===== config.mk =====
export PLATFORM = sky130hd
export DESIGN_NAME = io_port_select
export DESIGN_NICKNAME = d
export VERILOG_FILES = /design/src/rtl/io_port_select_pkg.sv /design/src/rtl/io_port_select_onehot_decoder.sv /design/src/rtl/io_port_select.sv
export SDC_FILE = /design/constraint.sdc
export NUM_CORES = 1
export LEC_CHECK = 0
export ABC_AREA = 1
export CORE_AREA = 4 4 73 75
export CTS_CLUSTER_SIZE = 25
export DETAILED_ROUTE_END_ITERATION = 10
export DIE_AREA = 0 0 77 79
export PLACE_DENSITY_LB_ADDON = 0.3
export SETUP_SLACK_MARGIN = 0.1
export SLEW_MARGIN = 20
export SYNTH_ARGS = -nofsm -noshare
export SYNTH_HDL_FRONTEND = slang
export SYNTH_SLANG_ARGS = --single-unit

===== constraint.sdc =====
create_clock -name clk -period 1.2 [get_ports clk]
set_input_delay 0.3 -clock clk [delete_from_list [all_inputs] [get_ports clk]]
set_output_delay 0.3 -clock clk [all_outputs]
set_load 0.005 [all_outputs]

===== src/rtl/io_port_select_pkg.sv =====
// Shared types and constants for the IO board port selector.
// Holds the FSM state enum, the wait counter width and the select-width helper.
package io_port_select_pkg;

  typedef enum logic [2:0] {
    S_IDLE,
    S_DECODE,
    S_WAIT,
    S_ACTIVE,
    S_RELEASE
  } state_t;

  localparam int CNT_W = 4;

  function automatic int n_sel(input int sel_bits);
    return 1 << sel_bits;
  endfunction

endpackage


===== src/rtl/io_port_select_onehot_decoder.sv =====
// Combinational binary-to-one-hot decoder; all outputs low when not enabled.
module onehot_decoder
  import io_port_select_pkg::*;
#(
  parameter int SEL_BITS = 4
) (
  input  logic                         enable,
  input  logic [SEL_BITS-1:0]          binary_in,
  output logic [n_sel(SEL_BITS)-1:0]   decoder_out
);

  always_comb begin
    decoder_out = '0;
    if (enable) begin
      decoder_out[binary_in] = 1'b1;
    end
  end

endmodule


===== src/rtl/io_port_select.sv =====
// Registered Z80 I/O port selector: qualifies IORQ cycles against BASE_ADDR and
// produces a latched one-hot select, single-clock strobes and programmable WAIT.
module io_port_select
  import io_port_select_pkg::*;
#(
  parameter int                ADDR_W      = 8,
  parameter int                SEL_BITS    = 4,
  parameter logic [ADDR_W-1:0] BASE_ADDR   = '0,
  parameter int                WAIT_CYCLES = 2
) (
  input  logic                         clk,
  input  logic                         reset,
  input  logic                         iorq_n,
  input  logic                         m1_n,
  input  logic                         rd_n,
  input  logic                         wr_n,
  input  logic [ADDR_W-1:0]            addr,
  output logic [n_sel(SEL_BITS)-1:0]   sel_out,
  output logic                         rd_strobe,
  output logic                         wr_strobe,
  output logic                         wait_n,
  output logic                         busy
);

  localparam int N_SEL = n_sel(SEL_BITS);
  localparam logic [CNT_W-1:0] WAIT_LOAD =
    (WAIT_CYCLES > 0) ? CNT_W'(WAIT_CYCLES - 1) : '0;

  if (SEL_BITS < 1 || SEL_BITS >= ADDR_W || WAIT_CYCLES < 0 || WAIT_CYCLES > 15 ||
      BASE_ADDR[SEL_BITS-1:0] != '0) begin : g_bad_params
    $error("io_port_select: illegal SEL_BITS, BASE_ADDR low bits or WAIT_CYCLES");
  end

  state_t              state;
  logic [SEL_BITS-1:0] index_q;
  logic                write_q;
  logic                first_q;
  logic [CNT_W-1:0]    wait_cnt;
  logic [N_SEL-1:0]    decoded;
  logic                request;

  // Bus handshake: a cycle is offered while iorq_n is low with exactly one of
  // rd_n/wr_n low; it is held off by wait_n=0 and ends when iorq_n returns high.
  assign request = !iorq_n && m1_n && (rd_n ^ wr_n) &&
                   (addr[ADDR_W-1:SEL_BITS] == BASE_ADDR[ADDR_W-1:SEL_BITS]);

  assign busy = (state != S_IDLE);

  onehot_decoder #(
    .SEL_BITS (SEL_BITS)
  ) u_decoder (
    .enable      (state == S_DECODE),
    .binary_in   (index_q),
    .decoder_out (decoded)
  );

  always_ff @(posedge clk) begin
    if (reset) begin
      state     <= S_IDLE;
      index_q   <= '0;
      write_q   <= 1'b0;
      first_q   <= 1'b0;
      wait_cnt  <= '0;
      sel_out   <= '0;
      rd_strobe <= 1'b0;
      wr_strobe <= 1'b0;
      wait_n    <= 1'b1;
    end else begin
      case (state)
        S_IDLE: begin
          if (request) begin
            index_q <= addr[SEL_BITS-1:0];
            write_q <= !wr_n;
            state   <= S_DECODE;
          end
        end
        S_DECODE: begin
          if (iorq_n) begin
            state <= S_RELEASE;
          end else begin
            sel_out <= decoded;
            wait_n  <= 1'b0;
            first_q <= 1'b1;
            if (WAIT_CYCLES > 0) begin
              wait_cnt <= WAIT_LOAD;
              state    <= S_WAIT;
            end else begin
              state <= S_ACTIVE;
            end
          end
        end
        S_WAIT: begin
          // An aborted cycle drops WAIT immediately and never strobes.
          if (iorq_n) begin
            wait_n   <= 1'b1;
            wait_cnt <= '0;
            state    <= S_RELEASE;
          end else if (wait_cnt == '0) begin
            state <= S_ACTIVE;
          end else begin
            wait_cnt <= wait_cnt - 1'b1;
          end
        end
        S_ACTIVE: begin
          wait_n    <= 1'b1;
          rd_strobe <= first_q && !write_q;
          wr_strobe <= first_q && write_q;
          first_q   <= 1'b0;
          if (iorq_n) begin
            state <= S_RELEASE;
          end
        end
        S_RELEASE: begin
          sel_out   <= '0;
          rd_strobe <= 1'b0;
          wr_strobe <= 1'b0;
          wait_n    <= 1'b1;
          state     <= S_IDLE;
        end
        default: state <= S_IDLE;
      endcase
    end
  end

endmodule


# == Word level (Yosys, flattened, before mapping) ==
# Cells that the tools add are included.
# word_totals
register_bits,32
in_bits,14
output_inout_bits,20
word_cells,69
# classes
addsub,1
order_cmp,2
n_eq_ne,10
mux,21
bitwise_logic,1
reduce_logical,25
# ops
op,n
one-hot mux 16 bit (2 select lines),1
two-way mux 16 bit,1
two-way mux 3 bit,5
two-way mux 4 bit,3
one-hot mux 3 bit (4 select lines),1
AND reduction 3 bit,3
logical NOT 4 bit,2
!= test 2 bit (second input constant),4
one-hot mux 4 bit (2 select lines),1
nonzero test 2 bit,4
== test 3 x 2 -> 1 bit (second input constant),2
logical AND 1 bit,6
!= test 3 bit (second input constant),2
one-hot mux 1 bit (2 select lines),3
AND reduction 2 bit,3
nonzero test 3 bit,2
less-than comparator 4 x 5 -> 1 bit (second input constant),1
demux 1 bit (select 4 bit),1
greater-or-equal comparator 4 x 1 -> 1 bit (second input constant),1
two-way mux 1 bit,4
subtractor 4 x 1 -> 4 bit (second input constant),1
== test 3 x 1 -> 1 bit (second input constant),1
== test 3 bit (second input constant),1
logical NOT 1 bit,3
other kinds (4),4

# == Longest topological paths before layout ==
# Gate-level depths: netlist of run 1.
# depth
ltp_word,6
mapped_depth,8
ltp_nobuf,8

# == By module ==
# From an unflattened synthesis of run 1, not the netlist that was laid out.
# unflattened
hier_cells,231
hier_area_um2,1532.7
# modules_own_cells
module,n_inst,cells_per_inst,area_each_um2,seq_area_each_um2
io_port_select,1,199,1406.3,640.6
onehot_decoder,1,32,126.4,0.0

# == Worst setup path after synthesis of run 1 ==
# No wires, ideal clock.
# synth_timing
path_type,register to register
start,register state[2]
end,register wait_cnt[1]
arrival_ns,1.083
setup_slack_ns,0.004
path_stages_with_launch,9
path_buffers,0
period_less_slack_ns,1.196
path_cell_list,dfxtp_1 inv_2 nand3_2 nand2_1 nand2_1 nor2_4 o21ai_0 nand2_1 nor2_1
# synth_between
elab_chain_len,3
elab_cells_between_ends,7
cone_classes,eq/ne: 4; mux: 1; reduce/logical: 2
# synth_rtl
item,line_no,text
"start, declared",io_port_select.sv:34,state_t state;
"start signal, assigned",io_port_select.sv:59,state <= S_IDLE;
"start signal, assigned",io_port_select.sv:74,state <= S_DECODE;
"start signal, assigned",io_port_select.sv:79,state <= S_RELEASE;
== test 3 x 2 -> 1 bit / == test 3 x 1 -> 1 bit (equally long branches),io_port_select.sv:69,case (state)
!= test 3 bit (no line) (tied with other cells),--,
AND reduction 3 bit (no line),--,
"end signal, assigned",io_port_select.sv:101,wait_cnt <= wait_cnt - 1'b1;
"end, declared",io_port_select.sv:38,logic [CNT_W-1:0] wait_cnt;
# Parallel ways exist; a longest one is shown, timed or not.
# A chain may end at the register's enable or synchronous reset.

# == Worst setup path after layout of run 1 ==
# layout_timing
start,register state[2]
end,output busy
# layout_between
elab_chain_len,1
# layout_rtl
item,line_no,text
nonzero test 3 bit,io_port_select.sv:47,assign busy = (state != S_IDLE);
"end, declared",io_port_select.sv:22,output logic busy
# No other way between the ends.

==> results of run 1 <==
-- area by class of cell --
cell class | count | area [sq um] | area share, %
multi-input cells | 169 | 1106 | 41.98
flip-flops and latches | 32 | 675.6 | 25.64
repair buffers | 71 | 588.1 | 22.32
inverters | 19 | 103.9 | 3.941
clock buffers | 7 | 86.33 | 3.276
well taps | 54 | 67.56 | 2.564
clock inverters | 1 | 7.507 | 0.2849
-- per-stage QoR --
| stage | hold slack (ps) | cell area (sq um) | std cells |
|---|---|---|---|
| floorplan | 369.4 | 1559 | 223 |
| global placement | 449.3 | 2141 | 329 |
| detailed placement | 452.6 | 2141 | 329 |
| CTS | 455.1 | 2436 | 346 |
| global route | 468.5 | 2635 | 353 |
| finish | 456.6 | 2635 | 353 |
-- where the power goes --
part	internal (mW)	switching (mW)	total (mW)
registers	1.06	0.00292	1.06
logic	0.0727	0.0831	0.156
clock network	0.465	0.386	0.852
total	1.60	0.473	2.07
-- sequential cells by signal (all words and copies together), names as in the netlist --
name	count
state	3
first_q	1
rd_strobe	1
wait_n	1
wr_strobe	1
sel_out	16
wait_cnt	4
index_q	4
write_q	1
-- cell usage in the layout (no fill, tap or decap), types with 3 or more instances in the layout --
cell type and count:
a21oi_2 12, inv_1 10, inv_4 3, nand3_1 5
clkdlybuf4s50_1 5, a21oi_1 13, buf_4 25, buf_6 9
nand2_1 53, clkdlybuf4s15_1 3, clkbuf_8 6, nand3_2 5
nor2_1 26, nand4_1 5, nor2_4 4, buf_2 20
nand2_4 6, buf_12 3, inv_2 3, dfxtp_2 22
nand2_2 14, dfxtp_1 8, nor2_2 7, dlygate4sd2_1 5
nand3_4 7
-- cells in the mapped netlist --
cell,count
nand3_1,14
nor2_1,35
nand4_4,1
nor2_4,1
dfxtp_1,32
inv_6,1
clkbuf_1,2
o21ai_0,3
nand2_1,74
a21oi_1,26
nor2_2,1
nand3_2,2
or2_2,1
buf_4,1
buf_6,1
ha_1,2
nand4_1,5
inv_1,15
inv_2,3
o21bai_1,1
a21oi_4,1
nor3_1,1
-- logic make-up (layout without fill, tap and decap cells) --
kind of cell               count (synthesis)  count (layout)
adders and majority gates                  2               2
and+or+nand+nor                          135             136
DFF                                       32              32
buffers and inverters                     23              98
AOI/OAI and AO/OA                         31              31
-- critical path: cells and delay by family, from the launching register on --
family / cells / cell delay, ps
flip-flops: 1 / 360
AND/OR/NAND/NOR: 1 / 60
buffers and inverters: 3 / 300
-- timing repair --
| action | in CTS | in global routing |
|---|---|---|
| endpoints found under the setup margin | 49 | 33 |
| setup buffers | 8 | 7 |
| gates resized for setup | 165 | 42 |
| cloned | 1 | 0 |
| pin swaps | 31 | 25 |
-- per-layer routing --
| layer | routed length, microns | GRT usage (%) | vias to the layer above |
|---|---|---|---|
| met4 | 97 | 6.228 | 0 |
| met5 | 0 | 0 | - |
| li1 | - | - | 863 |
| met2 | 2368 | 27.79 | 37 |
| met1 | 1969 | 16.63 | 781 |
| met3 | 169 | 3.288 | 8 |
-- worst min-delay path by stage --
stage | end | start | cells after the start | slack (ps)
after global routing | sel_out[4] | sel_out[4] | 2 | 470
after detailed placement | sel_out[6] | sel_out[6] | 2 | 450
after global placement | wait_n | wait_n | 2 | 450
final | sel_out[12] | sel_out[12] | 2 | 460
after floorplan | state[2] | reset | 1 | 370
after CTS | sel_out[13] | sel_out[13] | 2 | 460
==> summary.txt, run 1 <==
Logic synthesis
  – Synth Area in Adders: 1.649%
  – Synth area leaders: dfxtp_1 42%, nand2_1 18%, nor2_1 8.7%, a21oi_1 8.6%, nand3_1 4.6%
  – Largest area contributor in the netlist: dfxtp_1
  – Yosys top cell area share: 42.21%
  – Syn nets: 239
  – Area of the mapped netlist: 0.001518 sq mm
  – XOR/XNOR share of the synthesized area: 0%
  – Post-synthesis sequential area ratio: 42.21%
  – Ys Warns: 0
  – Cells after Synth: 223
  – FF+latch count, synth: 32
  – Synth Area in Simple Gates: 38.25%
  – Multiplexer area fraction after synthesis: 0%
  – Syn Area/Cell: 6.806 sq um
  – Largest family of logic cells by synthesized area: simple AND/OR/NAND/NOR gates
  – Synth Area in Compound Gates: 11.13%
  – Netlist cell types: 22

STA
  – Fin worst setup slack: -95.25 ps
  – Max Transition Viols Final: 0
  – Fmax achieved: 772.1 MHz
  – Final setup vio count: 21
  – Final setup TNS: -927.0 ps
  – RSZ-0062 raised after global routing: true
  – Final period util: 107.9%
  – Worst Skew: 3.133 ps
  – Least-Margin Pin Slew: 292.3 ps
  – Hold Violations, Final: 0
  – Max-slew headroom at the worst pin: 80.49%
  – Final period demand of the worst path: 1295 ps

Global route
  – First-pass GRT wire length: 7452 microns
  – Vias in the first global route: 1,703
  – Initial antenna violation count: 0
  – GR Util All Layers: 15.03%
  – Gr ovfl total: 0
  – Largest net degree at the start of global routing: 13

Route
  – Routed Antenna Nets: 0
  – Residual DRC count: 0
  – Via count: 1,689
  – Detailed Route WL: 4604 microns
  – DRT iter0 DRCs: 60
  – Drt via density: 4.785
  – DR WL/cell: 13.04 microns
  – Drt first pass iters: 4

Placement
  – GPL Wtd Cong: 0.8113
  – Final HPWL DP: 2860 microns
  – PortBufs: 33
  – Setup WS pre-CTS: -445.3 ps

Cells and area
  – Share of cells above drive strength 1: 54.18%
  – Area added between synthesis and finish: 73.62%
  – Final Net Count: 314
  – Fillcell total: 393
  – Antenna diodes: 0
  – Final core utilization: 56.54%

Worst setup path
  – CP Cell Sequence: inv_4 > buf_4 > nand2_2 > buf_2
  – Crit Path Category: flop to primary output
  – Max stage delay on crit path: 360 ps
  – Worst reg2reg endpoint: wait_cnt[1]
  – Crit path launch: state[2]
  – CP Data Required Time: 900 ps
  – Reg2Reg Depth: 8
  – Reg2reg start: state[2]
  – Setup crit end kind: primary output
  – Highest-delay cell along the critical path: dfxtp_2
  – Crit start category: flop
  – Crit path max fanout: 4
  – R2R setup slack: -80 ps
  – Worst setup path end: busy
  – Data arrival time of the critical path: 1000 ps

Job
  – Max Cap Viol: 0

Run status
  – Run status: complete, but fails checks
  – Failing checks: setup timing

Clock tree
  – TritonCTS buffer count: 5
  – Clk slew on worst S/H paths: 70 ps
  – CTS max path bufs: 2
  – CTS root buf: clkbuf_8
  – CTS tree: done
  – Clock H-tree levels: 2
  – Clk sinks: 32
  – Hold buffer count at CTS: 0
  – Clock Latency Late Sink: 280 ps

Power
  – Maximum vdd drop: 0.4516 mV
  – Leakage dissipation: 1.089 nW
  – Final Power: 2.071 mW
  – Pwr per Cell Area: 785.9 mW/mm^2

Die
  – Row cnt: 25
  – Chip width: 77 microns
  – Core Region: 0.004661 sq mm
  – Starting density of the core: 32.56%
  – Die area: 0.006083 sq mm
  – Chip height: 79 microns
  – Io pins: 34

Hold path
  – Hold Crit Class: flop to flop
Note: power is estimated with default switching activity, not from simulation.
==> inputs of run 2 (changes only) <==
--- a/config.mk
+++ b/config.mk
@@ -10,6 +10,7 @@
 export CTS_CLUSTER_SIZE = 25
 export DETAILED_ROUTE_END_ITERATION = 10
 export DIE_AREA = 0 0 77 79
+export GPL_TIMING_DRIVEN = 0
 export PLACE_DENSITY_LB_ADDON = 0.3
 export SETUP_SLACK_MARGIN = 0.1
 export SLEW_MARGIN = 20
==> constraint.sdc (replaced) <==
create_clock -name clk -period 1.1 [get_ports clk]
set_input_delay 0.275 -clock clk [delete_from_list [all_inputs] [get_ports clk]]
set_output_delay 0.275 -clock clk [all_outputs]
set_load 0.005 [all_outputs]
==> run 2 against run 1 <==
  * Clock skew up 7.1 ps
  * Combinational power down 4%
  * Critical path type is now flop to flop
  * Power up 9.1%
  * The run still ends with setup timing left
==> summary.txt, run 2 (same netlist as run 1, synthesis figures left out) <==
Clock tree
  – CTS max path bufs: 2 (unchanged)
  – Clk sinks: 32 (unchanged)
  – CTS root buf: clkbuf_8
  – Clock Latency Late Sink: 280 ps (about the same)
  – Clk slew on worst S/H paths: 60 ps (about the same)
  – Clock H-tree levels: 2 (unchanged)
  – Hold buffer count at CTS: 0 (unchanged)
  – TritonCTS buffer count: 5 (unchanged)
  – CTS tree: done

Cells and area
  – Most common cell after layout, fill and taps aside: nand2_1
  – Share of cells above drive strength 1: 53.16% (-1.0 points)
  – Final core utilization: 56.70% (+0.16 points)
  – Area added between synthesis and finish: 74.11%
  – Antenna diodes: 0 (unchanged)
  – Fillcell total: 407 (+3.6%)
  – Largest regs: sel_out x16, index_q x4, wait_cnt x4
  – Most frequent cells in the layout: 56 x nand2_1, 27 x nor2_1, 26 x buf_6, 24 x buf_4, 21 x dfxtp_2
  – Top reg by flops: sel_out
  – Max FFs per register: 16 (unchanged)
  – Final Net Count: 316 (+0.64%)

Worst setup path
  – Data arrival time of the critical path: 1520 ps (+520 ps)
  – Crit path max fanout: 5 (+1)
  – Highest-delay cell along the critical path: dfxtp_4
  – Setup crit end kind: flop
  – Crit Path Category: flop to flop
  – CP Data Required Time: 1290 ps (+390 ps)
  – Crit start category: flop
  – Worst reg2reg endpoint: sel_out[7]
  – CP Cell Sequence: buf_6 > inv_6 > nand4_4 > clkinv_4 > a21oi_4 > buf_4 > nand2_1 > a21oi_1
  – Reg2Reg Depth: 8 (unchanged)
  – Reg2reg start: state[1]
  – Max stage delay on crit path: 380 ps (+20 ps)
  – R2R setup slack: -230 ps (-150 ps)

Power
  – Final Power: 2.260 mW (+9.1%)
  – Pwr per Cell Area: 855.1 mW/mm^2 (+8.8%)
  – Leakage dissipation: 1.106 nW (+1.5%)
  – Maximum vdd drop: 0.7440 mV (+65%)

Die
  – Io pins: 34 (unchanged)
  – Starting density of the core: 32.56% (unchanged)
  – Core Region: 0.004661 sq mm (unchanged)
  – Row cnt: 25 (unchanged)
  – Chip width: 77 microns (unchanged)
  – Die area: 0.006083 sq mm (unchanged)
  – Chip height: 79 microns (unchanged)

STA
  – Least-Margin Pin Slew: 275.6 ps (-16.69 ps)
  – Final setup vio count: 27 (+29%)
  – WHS: 410.1 ps (-46.51 ps)
  – Final period demand of the worst path: 1331 ps
  – Hold Violations, Final: 0 (unchanged)
  – RSZ-0062 raised after global routing: true
  – Fmax achieved: 751.1 MHz
  – Worst Skew: 10.19 ps (+7.054 ps)
  – Final period util: 121.0%
  – Final setup TNS: -4134 ps (-3207 ps)
  – Max Transition Viols Final: 0 (unchanged)
  – Max-slew headroom at the worst pin: 81.62% (+1.1 points)
  – Fin worst setup slack: -231.4 ps (-136.2 ps)

Hold path
  – Worst Hold Endpoint: write_q
  – Worst hold start: wr_n
  – Hold Crit Class: input pin to flop
  – Hold Path Stages: 4 (+2)

Placement
  – GPL Wtd Cong: 0.8276 (+2.0%)
  – PortBufs: 33 (unchanged)
  – Final HPWL DP: 2675 microns (-6.5%)

Global route
  – Largest net degree at the start of global routing: 11 (-2)
  – GR Util All Layers: 14.02% (-1.0 points)
  – First-pass GRT wire length: 7031 microns (-5.6%)
  – Initial antenna violation count: 0 (unchanged)
  – Vias in the first global route: 1,547 (-9.2%)
  – Gr ovfl total: 0 (unchanged)

Route
  – Via count: 1,743 (+3.2%)
  – DR WL/cell: 13.54 microns (+3.8%)
  – Residual DRC count: 0 (unchanged)
  – Routed Antenna Nets: 0 (unchanged)
  – Drt via density: 4.910 (+2.6%)
  – DRT iter0 DRCs: 78 (+30%)
  – Drt first pass iters: 4 (unchanged)
  – Detailed Route WL: 4805 microns (+4.4%)

Run status
  – Run status: complete, but fails checks
  – Failing checks: setup timing

Job
  – Max Cap Viol: 0 (unchanged)
[run 2: cell types whose count changed in the layout (fill, tap and decap cells not counted), moves of 3 or more]
cell / delta
buf_6: +17
buf_12: -3
nand2_2: -4
nand3_2: +3
nand2_1: +3
nand3_4: -3
buf_2: -11
[run 2: through the flow]
step | cells | setup slack (ps) | area [sq um]
6_report | 355 | -231.4 | 2643
3_3_place_gp | 310 | -676.2 | 1987
5_1_grt | 355 | -274.1 | 2643
2_1_floorplan | 223 | 16.33 | 1589
4_1_cts | 341 | -116.9 | 2286
3_5_place_dp | 310 | -653.4 | 1987
[run 2: worst max-delay path by stage]
stage / to / startpoint / slack (ps)
after floorplan: sel_out[0] / state[1] / 20
after detailed placement: sel_out[2] / iorq_n / -650
after global routing: sel_out[7] / state[1] / -270
final: sel_out[7] / state[1] / -230
after CTS: wait_cnt[1] / state[0] / -120
after global placement: sel_out[1] / iorq_n / -680
[run 2: worst max-delay path, delay by kind of cell (launching register included)]
kind,cells,cell delay (ps)
and+or+nand+nor,2,150
AOI/OAI and AO/OA,2,320
buffers and inverters,4,410
DFF,1,380
[run 2: power by group]
part	internal [mW]	switching [mW]	total, mW
Combinational	0.0657	0.0842	0.150
Clock	0.508	0.445	0.953
Sequential	1.15	0.00296	1.16
Total	1.73	0.532	2.26
[run 2: routing by layer]
layer  GRT usage [%]  vias to the layer above  share of wire [%]
met4           3.559                        0                1.3
li1                -                      869                  -
met2           23.34                       61                 48
met3           4.082                        8                5.8
met5               0                        -                  0
met1           17.84                      805                 45
[run 2: timing repair]
item                                    in CTS  in global routing
buffers inserted                            20                 15
gates cloned                                 3                  0
resized for setup                          142                 72
pin swaps                                   13                 27
endpoints found under the setup margin      52                 52
[run 2: area by class of cell]
type / instances / area [sq um] / area share, %
Multi-Input combinational cell: 169 / 1050 / 39.73
Sequential cell: 32 / 678.2 / 25.66
Timing Repair Buffer: 69 / 621.8 / 23.53
Inverter: 19 / 98.84 / 3.741
Clock buffer: 7 / 86.33 / 3.267
Tap cell: 54 / 67.56 / 2.557
Buffer: 4 / 32.53 / 1.231
Clock inverter: 1 / 7.507 / 0.2841
==> inputs of run 3 (changes only) <==
--- a/config.mk
+++ b/config.mk
@@ -5,11 +5,10 @@
 export SDC_FILE = /design/constraint.sdc
 export NUM_CORES = 1
 export LEC_CHECK = 0
-export ABC_AREA = 1
-export CORE_AREA = 4 4 73 75
+export CORE_AREA = 4 4 71 73
 export CTS_CLUSTER_SIZE = 25
 export DETAILED_ROUTE_END_ITERATION = 10
-export DIE_AREA = 0 0 77 79
+export DIE_AREA = 0 0 75 77
 export GPL_TIMING_DRIVEN = 0
 export PLACE_DENSITY_LB_ADDON = 0.3
 export SETUP_SLACK_MARGIN = 0.1
==> run 3 against run 2 <==
  * The flow still finishes with violations (setup timing)
  * Worst setup slack worse by 300 ps
  * Clock power increased by 28%
  * Critical endpoint is now sel_out[3]
  * Largest power group is now the clock network
  * Synthesized cell count shrank 28%
  * Clock-buffer cell count did not move
  * Die area down 5.1%
==> summary.txt, run 3 <==
Power
  – NetSw: 0.4917 mW (-7.5%)
  – Clk pwr share: 48.4% (+6.2 points)
  – Sw frac: 19.53% (-4.0 points)
  – Combinational fraction of design power: 5.5% (-1.1 points)
  – Leakage dissipation: 1.009 nW (-8.8%)
  – Seq pwr share: 46.1% (-5.1 points)
  – Maximum vdd drop: 0.6394 mV (-14%)
  – Int Pwr: 2.026 mW (+17%)
  – Pwr per Cell Area: 1040 mW/mm^2 (+22%)

Route
  – DRT iter0 DRCs: 108 (+38%)
  – DR WL/cell: 14.50 microns (+7.1%)
  – Routed Antenna Nets: 0 (unchanged)
  – Residual DRC count: 0 (unchanged)
  – Drt first pass iters: 5 (+1)
  – Drt via density: 5.164 (+5.2%)
  – Detailed Route WL: 4060 microns (-16%)
  – Via count: 1,446 (-17%)

Cells and area
  – Final Net Count: 243 (-23%)
  – Antenna diodes: 0 (unchanged)
  – Post-layout instance area: 0.002422 sq mm (-8.3%)
  – Max FFs per register: 16 (unchanged)
  – Final core utilization: 55.63% (-1.1 points)
  – Share of cells above drive strength 1: 53.07% (-0.086 points)
  – Largest regs: sel_out x16, index_q x4, wait_cnt x4
  – Area added between synthesis and finish: 68.64%
  – Post-Layout Cell Count: 280 (-21%)
  – Most frequent cells in the layout: 23 x buf_4, 23 x dfxtp_2, 17 x nor2_1, 16 x buf_6, 10 x buf_2
  – Top reg by flops: sel_out

Run status
  – Run status: complete, but fails checks
  – Failing checks: setup timing

Worst setup path
  – Highest-delay cell along the critical path: or4b_4
  – Crit Path Category: flop to flop
  – Delay-heaviest family, CP: simple AND/OR/NAND/NOR gates
  – WP buf/inv: 2 (-2)
  – CP Cell Sequence: or4b_4 > buf_8 > buf_6 > nor4_4 > a32o_1
  – Crit path max fanout: 5 (unchanged)
  – CP Data Required Time: 1330 ps (+40 ps)
  – Setup crit end kind: flop
  – Max stage delay on crit path: 540 ps (+160 ps)
  – Data arrival time of the critical path: 1860 ps (+340 ps)
  – Crit start category: flop

Placement
  – Setup WS pre-CTS: -758.3 ps (-104.9 ps)
  – GPL Wtd Cong: 0.7636 (-7.7%)
  – Placed Instance Area: 0.001848 sq mm (-7.0%)
  – PortBufs: 31 (-6.1%)
  – Dpl cells: 244 (-21%)
  – Final HPWL DP: 2471 microns (-7.6%)

STA
  – Final period util: 148.7% (+28 points)
  – RSZ-0062 raised after global routing: true
  – Fin worst setup slack: -535.5 ps (-304.0 ps)
  – Max-slew headroom at the worst pin: 65.33% (-16 points)
  – Worst Skew: 3.554 ps (-6.633 ps)
  – Max Transition Viols Final: 0 (unchanged)
  – Final setup vio count: 27 (unchanged)
  – Final setup TNS: -10,200 ps (-6068 ps)
  – Hold Violations, Final: 0 (unchanged)
  – Least-Margin Pin Slew: 520.1 ps (+244.4 ps)
  – Fmax achieved: 611.4 MHz (-19%)
  – Final period demand of the worst path: 1635 ps (+304.0 ps)

Logic synthesis
  – Cells after Synth: 161 (-28%)
  – XOR/XNOR share of the synthesized area: 0.6098% (+0.61 points)
  – Syn nets: 177 (-26%)
  – Yosys top cell area share: 44.60% (+2.4 points)
  – Count leader, synth: dfxtp_1
  – Post-synth EDFFs: 0 (unchanged)
  – FF+latch count, synth: 32 (unchanged)
  – Syn Area/Cell: 8.922 sq um (+31%)
  – Area of the mapped netlist: 0.001436 sq mm (-5.4%)
  – Netlist cell types: 39 (+77%)
  – Synth area leaders: dfxtp_1 45%, nor2_1 5.0%, mux2i_1 3.5%, a21oi_1 3.1%, inv_1 2.4%
  – Synth Area in Simple Gates: 23.43% (-15 points)
  – Ys Warns: 0 (unchanged)
  – Largest family of logic cells by synthesized area: simple AND/OR/NAND/NOR gates
  – Largest area contributor in the netlist: dfxtp_1
  – Synth Area in Adders: 1.742% (+0.093 points)
  – Multiplexer area fraction after synthesis: 3.484% (+3.5 points)
  – Synth Area in Compound Gates: 19.69% (+8.6 points)
  – Post-synth ARST share: 0% (unchanged)
  – Most frequent cells after synthesis: 32 x dfxtp_1, 19 x nor2_1, 9 x a21oi_1, 9 x inv_1, 8 x nand2_1
  – Post-synthesis sequential area ratio: 44.60% (+2.4 points)
  – Most used flip-flop cell after synthesis: dfxtp_1

Die
  – Chip width: 75 microns (-2.6%)
  – Io pins: 34 (unchanged)
  – Chip height: 77 microns (-2.5%)
  – Row cnt: 24 (-4.0%)
  – Starting density of the core: 32.99% (+0.42 points)
  – Core Region: 0.004354 sq mm (-6.6%)
  – Die area: 0.005775 sq mm (-5.1%)

Job
  – Max Cap Viol: 0 (unchanged)

Global route
  – Largest net degree at the start of global routing: 11 (unchanged)
  – Gr ovfl total: 0 (unchanged)
  – First-pass GRT wire length: 6437 microns (-8.4%)
  – Vias in the first global route: 1,387 (-10%)
  – Initial antenna violation count: 0 (unchanged)
  – GR Util All Layers: 14.37% (+0.36 points)

Clock tree
  – CTS tree: done
  – TritonCTS buffer count: 5 (unchanged)
  – Clk slew on worst S/H paths: 60 ps (about the same)
  – CTS root buf: clkbuf_8
  – CTS max path bufs: 2 (unchanged)
  – Clock H-tree levels: 2 (unchanged)
  – Clk sinks: 32 (unchanged)
  – Clock Latency Late Sink: 280 ps (about the same)

Hold path
  – Hold Crit Class: input pin to flop
==> run 3: changes by cell type in the layout (fill, tap and decap cells not counted), moves of 7 or more <==
cell | before | now
nand2_1 | 56 | 7
buf_6 | 26 | 16
nor2_1 | 27 | 17
a21oi_2 | 12 | 3
nand2_2 | 10 | 1
a21oi_1 | 14 | 6
nand2_4 | 8 | 0
nand3_2 | 8 | 1
==> run 3: cell type report <==
type | count | area, sq um
fill | 370 | 1932
multi-input combinational | 109 | 917.1
sequential | 32 | 673.1
timing repair buffer | 61 | 525.5
clock buffer | 7 | 96.34
buffer | 9 | 81.33
tap | 52 | 65.06
inverter | 9 | 33.78
clock inverter | 1 | 30.03
==> run 3: power by group through the flow <==
stage | clock [mW] | combinational [mW] | sequential, mW
final | 1.22 | 0.138 | 1.16
after global routing | 1.31 | 0.151 | 1.16
after CTS | 1.26 | 0.130 | 1.16
after detailed placement | 0 | 0.116 | 1.19
after global placement | 0 | 0.116 | 1.19
after floorplan | 0 | 0.0565 | 1.19
==> run 3: routing by layer <==
metal | track usage, % | vias to the layer above | routed length (microns)
li1 | - | 710 | -
met1 | 18.30 | 687 | 1755
met2 | 22.13 | 41 | 1931
met3 | 3.529 | 8 | 263
met4 | 7.117 | 0 | 109
met5 | 0 | - | 0
==> run 3: through the flow <==
stage	power (mW)	hold WS, ps
floorplan	1.244	418.9
global placement	1.304	439.9
detailed placement	1.304	444.2
CTS	2.549	213.5
global route	2.619	212.5
finish	2.518	216.7
==> run 3: kinds of logic after synthesis <==
logic type / after synthesis
adders and majority gates: 2
and+or+nand+nor: 62
DFF: 32
muxes: 5
xor gates and xnor gates: 1
AOI/OAI and AO/OA: 39
buffers and inverters: 20
==> run 3: worst paths after layout <==
path / from / end / slack (ps) / depth (start not counted)
worst min-delay path: iorq_n / state[1] / 220 / 2
worst min register to register: sel_out[13] / sel_out[13] / 450 / 2
worst max-delay path: state[1] / sel_out[3] / -540 / 5
worst max register to register: state[1] / sel_out[3] / -540 / 5
==> run 3: repair_timing <==
item	CTS	global route
setup buffers	25	6
setup endpoints to repair	50	52
hold buffers	0	0
pin swaps	26	19
resized for setup	150	27
